**config.mk**
```make
export PLATFORM = sky130hd
export DESIGN_NAME = hazard_ctrl_flat
export DESIGN_NICKNAME = d
export VERILOG_FILES = /design/src/rtl/hazard_ctrl_if.sv /design/src/rtl/hazard_ctrl.sv /design/src/flat_wrapper.sv
export SDC_FILE = /design/constraint.sdc
export NUM_CORES = 1
export LEC_CHECK = 0
export ABC_AREA = 0
export CORE_MARGIN = 3
export CORE_UTILIZATION = 27
export DETAILED_ROUTE_END_ITERATION = 16
export PLACE_DENSITY = 0.89
export REMOVE_ABC_BUFFERS = 1
export SYNTH_ARGS = -nofsm -noshare
export SYNTH_HDL_FRONTEND = slang
export SYNTH_SLANG_ARGS = --single-unit
```
**constraint.sdc**
```tcl
create_clock -name i_clk -period 2.74 [get_ports i_clk]
set_clock_uncertainty 0.2 [all_clocks]
set_input_delay 0.548 -clock i_clk [delete_from_list [all_inputs] [get_ports i_clk]]
set_output_delay 0.548 -clock i_clk [all_outputs]
set_load 0.005 [all_outputs]
```
**src/rtl/hazard_ctrl_if.sv**
```systemverilog
// Pipeline hazard control bundle: IF/ID + ID/EX observation in, stall/flush controls out.
// The pipeline side holds the master modport; the controller holds the slave modport.
interface hazard_ctrl_if;
    logic        i_ifid_valid;
    logic [4:0]  i_ifid_rs;
    logic [4:0]  i_ifid_rt;
    logic [2:0]  i_idex_mem_control;
    logic [4:0]  i_idex_tar_reg;
    logic        i_ex_branch_taken;
    logic        o_pc_write;
    logic        o_if_id_write;
    logic        o_if_id_flush;
    logic        o_id_ex_flush;
    logic [1:0]  o_state;
    logic [15:0] o_stall_cnt;
    logic [15:0] o_flush_cnt;

    modport master (
        output i_ifid_valid, i_ifid_rs, i_ifid_rt, i_idex_mem_control,
               i_idex_tar_reg, i_ex_branch_taken,
        input  o_pc_write, o_if_id_write, o_if_id_flush, o_id_ex_flush,
               o_state, o_stall_cnt, o_flush_cnt
    );

    modport slave (
        input  i_ifid_valid, i_ifid_rs, i_ifid_rt, i_idex_mem_control,
               i_idex_tar_reg, i_ex_branch_taken,
        output o_pc_write, o_if_id_write, o_if_id_flush, o_id_ex_flush,
               o_state, o_stall_cnt, o_flush_cnt
    );
endinterface

```
**src/rtl/hazard_ctrl.sv**
```systemverilog
// Load-use stall / taken-branch flush sequencer; optional statistics under HAZARD_STAT_EN.
// Latency: controls are combinational from state and inputs (0 cycles).
// Backpressure: holds PC and IF/ID upstream while inserting ID/EX bubbles.
module hazard_ctrl #(
    parameter int LOAD_STALL_CYCLES = 1,
    parameter int FLUSH_DEPTH       = 1
) (
    input  logic        i_clk,
    input  logic        i_rst_n,
    hazard_ctrl_if.slave hz
);
    localparam logic [1:0] ST_RUN   = 2'b00;
    localparam logic [1:0] ST_STALL = 2'b01;
    localparam logic [1:0] ST_FLUSH = 2'b10;

    localparam logic [3:0] STALL_LOAD  = 4'(LOAD_STALL_CYCLES - 1);
    localparam logic [3:0] FLUSH_LOAD  = 4'(FLUSH_DEPTH - 1);
    localparam logic [1:0] ST_AFTER_LU = (LOAD_STALL_CYCLES > 1) ? ST_STALL : ST_RUN;
    localparam logic [1:0] ST_AFTER_BR = (FLUSH_DEPTH > 1) ? ST_FLUSH : ST_RUN;

    logic [1:0] state_q, state_d;
    logic [3:0] cnt_q, cnt_d;
    logic       load_use;
    logic       pc_write, if_id_write, if_id_flush, id_ex_flush;

    assign load_use = hz.i_idex_mem_control[1] & hz.i_ifid_valid &
                      (hz.i_idex_tar_reg != 5'd0) &
                      ((hz.i_idex_tar_reg == hz.i_ifid_rs) |
                       (hz.i_idex_tar_reg == hz.i_ifid_rt));

    always_comb begin
        pc_write    = 1'b1;
        if_id_write = 1'b1;
        if_id_flush = 1'b0;
        id_ex_flush = 1'b0;
        state_d     = state_q;
        cnt_d       = cnt_q;
        case (state_q)
            ST_RUN: begin
                if (hz.i_ex_branch_taken) begin
                    if_id_flush = 1'b1;
                    id_ex_flush = 1'b1;
                    state_d     = ST_AFTER_BR;
                    cnt_d       = FLUSH_LOAD;
                end else if (load_use) begin
                    pc_write    = 1'b0;
                    if_id_write = 1'b0;
                    id_ex_flush = 1'b1;
                    state_d     = ST_AFTER_LU;
                    cnt_d       = STALL_LOAD;
                end
            end
            ST_STALL: begin
                // A branch resolving in EX kills the stalled instruction anyway.
                if (hz.i_ex_branch_taken) begin
                    if_id_flush = 1'b1;
                    id_ex_flush = 1'b1;
                    state_d     = ST_AFTER_BR;
                    cnt_d       = FLUSH_LOAD;
                end else begin
                    pc_write    = 1'b0;
                    if_id_write = 1'b0;
                    id_ex_flush = 1'b1;
                    if (cnt_q <= 4'd1) begin
                        state_d = ST_RUN;
                        cnt_d   = 4'd0;
                    end else begin
                        cnt_d   = cnt_q - 4'd1;
                    end
                end
            end
            ST_FLUSH: begin
                if_id_flush = 1'b1;
                id_ex_flush = 1'b1;
                if (hz.i_ex_branch_taken) begin
                    state_d = ST_AFTER_BR;
                    cnt_d   = FLUSH_LOAD;
                end else if (cnt_q <= 4'd1) begin
                    state_d = ST_RUN;
                    cnt_d   = 4'd0;
                end else begin
                    cnt_d   = cnt_q - 4'd1;
                end
            end
            default: begin
                state_d = ST_RUN;
                cnt_d   = 4'd0;
            end
        endcase
        if (!i_rst_n) begin
            pc_write    = 1'b1;
            if_id_write = 1'b1;
            if_id_flush = 1'b0;
            id_ex_flush = 1'b0;
        end
    end

    always_ff @(posedge i_clk) begin
        if (!i_rst_n) begin
            state_q <= ST_RUN;
            cnt_q   <= 4'd0;
        end else begin
            state_q <= state_d;
            cnt_q   <= cnt_d;
        end
    end

    assign hz.o_pc_write    = pc_write;
    assign hz.o_if_id_write = if_id_write;
    assign hz.o_if_id_flush = if_id_flush;
    assign hz.o_id_ex_flush = id_ex_flush;
    assign hz.o_state       = i_rst_n ? state_q : ST_RUN;

`ifdef HAZARD_STAT_EN
    logic [15:0] stall_cnt_q, flush_cnt_q;
    logic        flush_evt;

    // Every legal state honours a taken branch; the illegal state does not flush.
    assign flush_evt = i_rst_n & hz.i_ex_branch_taken & (state_q != 2'b11);

    always_ff @(posedge i_clk) begin
        if (!i_rst_n) begin
            stall_cnt_q <= 16'd0;
            flush_cnt_q <= 16'd0;
        end else begin
            if (!pc_write && (stall_cnt_q != 16'hFFFF))
                stall_cnt_q <= stall_cnt_q + 16'd1;
            if (flush_evt && (flush_cnt_q != 16'hFFFF))
                flush_cnt_q <= flush_cnt_q + 16'd1;
        end
    end

    assign hz.o_stall_cnt = stall_cnt_q;
    assign hz.o_flush_cnt = flush_cnt_q;
`else
    assign hz.o_stall_cnt = 16'd0;
    assign hz.o_flush_cnt = 16'd0;
`endif
endmodule

```
**src/flat_wrapper.sv**
```systemverilog
// flat-port wrapper written by rule: the top's interface ports become plain ports
module hazard_ctrl_flat 
#(
    parameter int LOAD_STALL_CYCLES = 1,
    parameter int FLUSH_DEPTH       = 1
)
  (i_clk, i_rst_n, hz_i_ifid_valid, hz_i_ifid_rs, hz_i_ifid_rt, hz_i_idex_mem_control, hz_i_idex_tar_reg, hz_i_ex_branch_taken, hz_o_pc_write, hz_o_if_id_write, hz_o_if_id_flush, hz_o_id_ex_flush, hz_o_state, hz_o_stall_cnt, hz_o_flush_cnt);
  hazard_ctrl_if hz_i ();
  input  logic i_clk;
  input  logic i_rst_n;
  input wire logic [$bits(hz_i.i_ifid_valid)-1:0] hz_i_ifid_valid;
  input wire logic [$bits(hz_i.i_ifid_rs)-1:0] hz_i_ifid_rs;
  input wire logic [$bits(hz_i.i_ifid_rt)-1:0] hz_i_ifid_rt;
  input wire logic [$bits(hz_i.i_idex_mem_control)-1:0] hz_i_idex_mem_control;
  input wire logic [$bits(hz_i.i_idex_tar_reg)-1:0] hz_i_idex_tar_reg;
  input wire logic [$bits(hz_i.i_ex_branch_taken)-1:0] hz_i_ex_branch_taken;
  output wire logic [$bits(hz_i.o_pc_write)-1:0] hz_o_pc_write;
  output wire logic [$bits(hz_i.o_if_id_write)-1:0] hz_o_if_id_write;
  output wire logic [$bits(hz_i.o_if_id_flush)-1:0] hz_o_if_id_flush;
  output wire logic [$bits(hz_i.o_id_ex_flush)-1:0] hz_o_id_ex_flush;
  output wire logic [$bits(hz_i.o_state)-1:0] hz_o_state;
  output wire logic [$bits(hz_i.o_stall_cnt)-1:0] hz_o_stall_cnt;
  output wire logic [$bits(hz_i.o_flush_cnt)-1:0] hz_o_flush_cnt;
  assign hz_i.i_ifid_valid = hz_i_ifid_valid;
  assign hz_i.i_ifid_rs = hz_i_ifid_rs;
  assign hz_i.i_ifid_rt = hz_i_ifid_rt;
  assign hz_i.i_idex_mem_control = hz_i_idex_mem_control;
  assign hz_i.i_idex_tar_reg = hz_i_idex_tar_reg;
  assign hz_i.i_ex_branch_taken = hz_i_ex_branch_taken;
  assign hz_o_pc_write = hz_i.o_pc_write;
  assign hz_o_if_id_write = hz_i.o_if_id_write;
  assign hz_o_if_id_flush = hz_i.o_if_id_flush;
  assign hz_o_id_ex_flush = hz_i.o_id_ex_flush;
  assign hz_o_state = hz_i.o_state;
  assign hz_o_stall_cnt = hz_i.o_stall_cnt;
  assign hz_o_flush_cnt = hz_i.o_flush_cnt;
  hazard_ctrl #(.LOAD_STALL_CYCLES(LOAD_STALL_CYCLES), .FLUSH_DEPTH(FLUSH_DEPTH)) u_core (.i_clk(i_clk), .i_rst_n(i_rst_n), .hz(hz_i));
endmodule
```
==> out/summary.txt, run 1 <==
run status: completed
Yosys warnings: 0
Core Area: 1380 µm²
I/O pin count: 60
highest fanout seen on the critical path: 2
top cells by area, synth: sky130_fd_sc_hd__buf_4 62%, sky130_fd_sc_hd__xor2_1 21%, sky130_fd_sc_hd__o2111ai_2 3.5%, sky130_fd_sc_hd__or4_4 2.6%, sky130_fd_sc_hd__nor3_1 2.4%
slowest library cell on the worst path: sky130_fd_sc_hd__clkdlybuf4s50_1
highest cell delay on the worst timing path: 0.41 ns
max-slew violations: 0
highest attainable clock frequency: 377 MHz
Routability Congestion: 0.595
power density cells: 115 nW/µm²
DRC violation count after routing: 0
Placed Cells incl. Taps: 93
Max Cap Violations: 0
sequential share of the synthesized area: 0%
number of global-route vias before repair: 254
die outline area: 2090 µm²
Antenna Violating Nets Remaining: 0
post-synthesis cell count: 56
leakage power: 0.299 nW
number of antenna diodes: 0
wire length of the first global-routing pass: 986 µm
Iteration-0 DRC Markers: 1
via count: 312
overall track demand over capacity in global routing: 6.15%
Setup crit end kind: primary output
average wire per cell in the routed design: 8.94 µm
num rows: 13
register cell area after layout: 0 µm²
Worst Hold Margin: 1.59 ns
post-CTS setup buffer count: 0
# port buffers: 23
drt total wl: 831 µm
synthesized area per cell: 7.60 µm²
kind of launch point of the worst setup path: primary input
CP Class: in2out
total setup violations reported at the end of the flow: 0
post-synthesis to final-layout area growth: 25.0%
post-route clock period utilization: 96.9%
classification of the worst-slack hold path: in2out
vertical extent of the die: 45.7 µm
final-report hold violation count: 0
antenna violations before repair: 0
Pwr Total: 0.0000612 W
Yosys top cell area share: 61.8%
non-filler cells in the finished layout: 93
first-pass iteration count of the detailed router: 2
final layout net count: 102
Final Critical Period: 2.65 ns
aggregate global routing overflow: 0
count of cell types in the netlist: 11
area leader, netlist: sky130_fd_sc_hd__buf_4
largest net degree at the start of global routing: 4
number of buffers inserted for hold repair after clock tree synthesis: 0
most used standard cells in the synthesized netlist: 35 x sky130_fd_sc_hd__buf_4, 10 x sky130_fd_sc_hd__xor2_1, 2 x sky130_fd_sc_hd__nor2_1, 2 x sky130_fd_sc_hd__nor3_1
cell-by-cell trace of the critical path: clkdlybuf4s50_1 -> xor2_1 -> nor3_1 -> a22oi_1 -> or3_1 -> buf_2
number of flip-flops and latches: 0
Post-DP HPWL: 817 µm
VDD IR-drop max: 0.0000296 V
Req. time, crit path: 1.99 ns
most common cell in the synthesized netlist: sky130_fd_sc_hd__buf_4
effective utilization at floorplan: 30.8%
horizontal extent of the die: 45.7 µm
clock buffers: 0
netlist area before placement: 425 µm²
via count normalized by instance count: 3.35
arrival time worst endpoint: 1.91 ns
proportion of layout cells with a drive suffix above 1: 6.41%
unrepaired setup endpoints after global routing: no
[cell usage in the layout, fill, tap and decap left out, types with 2 or more instances in the layout]
cell / count
sky130_fd_sc_hd__xor2_1: 10
sky130_fd_sc_hd__dlygate4sd2_1: 7
sky130_fd_sc_hd__nor3_1: 2
sky130_fd_sc_hd__conb_1: 34
sky130_fd_sc_hd__dlymetal6s2s_1: 3
sky130_fd_sc_hd__nor2_1: 2
sky130_fd_sc_hd__clkdlybuf4s50_1: 11
[final timing paths]
check | endpoint | cells past startpoint | slack, ns | startpoint
worst min-delay path | hz_o_if_id_write | 3 | 1.59 | hz_i_ex_branch_taken
worst max-delay path | hz_o_if_id_write | 6 | 0.09 | hz_i_ifid_rt[4]
[area by class of cell]
cell class,count,area (µm²)
Fill cell,141,851
Multi-Input combinational cell,54,287
Tap cell,15,18.8
Timing Repair Buffer,24,226
[routing by layer]
| layer | vias to the layer above | track usage, % | wire (µm) |
|---|---|---|---|
| met5 | - | 0 | 0 |
| met4 | 0 | 0 | 0 |
| met3 | 0 | 0 | 70 |
| met2 | 18 | 15.3 | 580 |
| met1 | 140 | 5.12 | 180 |
| li1 | 154 | - | - |
[worst max-delay path: cells and delay by family]
kind                   cells  cell delay, ns
AND/OR/NAND/NOR            2            0.55
XOR/XNOR                   1            0.15
buffers and inverters      2            0.55
AO/OA/AOI/OAI              1            0.11
[where the power goes]
part / leakage, nW / internal (W) / switching, W / total (W)
clock: 0 / 0 / 0 / 0
sequential: 0 / 0 / 0 / 0
combinational: 0.299 / 0.0000324 / 0.0000288 / 0.0000612
total: 0.299 / 0.0000324 / 0.0000288 / 0.0000612
[kinds of logic after synthesis]
logic type / Yosys count / share of synthesized area, %
other cells: 1 / 0.882
compound gates: 3 / 7.06
xor+xnor: 10 / 20.6
buf+inv: 35 / 61.8
simple gates: 7 / 9.71
[metrics by stage]
step	utilization (%)	TNS [ns]	instance area [µm²]	setup WS, ns
floorplan	-	0	287	0.592
global placement	39.3	-1.20	543	-0.440
detailed placement	39.3	-1.22	543	-0.443
CTS	38.3	-0.0662	529	-0.0662
global route	38.5	0	532	0.00868
finish	38.5	0	532	0.0856
[timing repair]
| item | CTS | global route |
|---|---|---|
| pin swaps | 3 | 4 |
| gates resized for setup | 13 | 4 |
| setup endpoints to repair | 3 | 2 |
| hold endpoints to repair | 0 | 0 |
Note: power is estimated with default switching activity, not from simulation.
==> run 2, diff against run 1 <==
Settings changed: SKIP_LAST_GASP set to 1.
==> results of run 2 <==
No change in the layout: final DEF, timing and power equal those of run 1.
Among the figures that moved: number of gates resized after CTS 13 -> 12
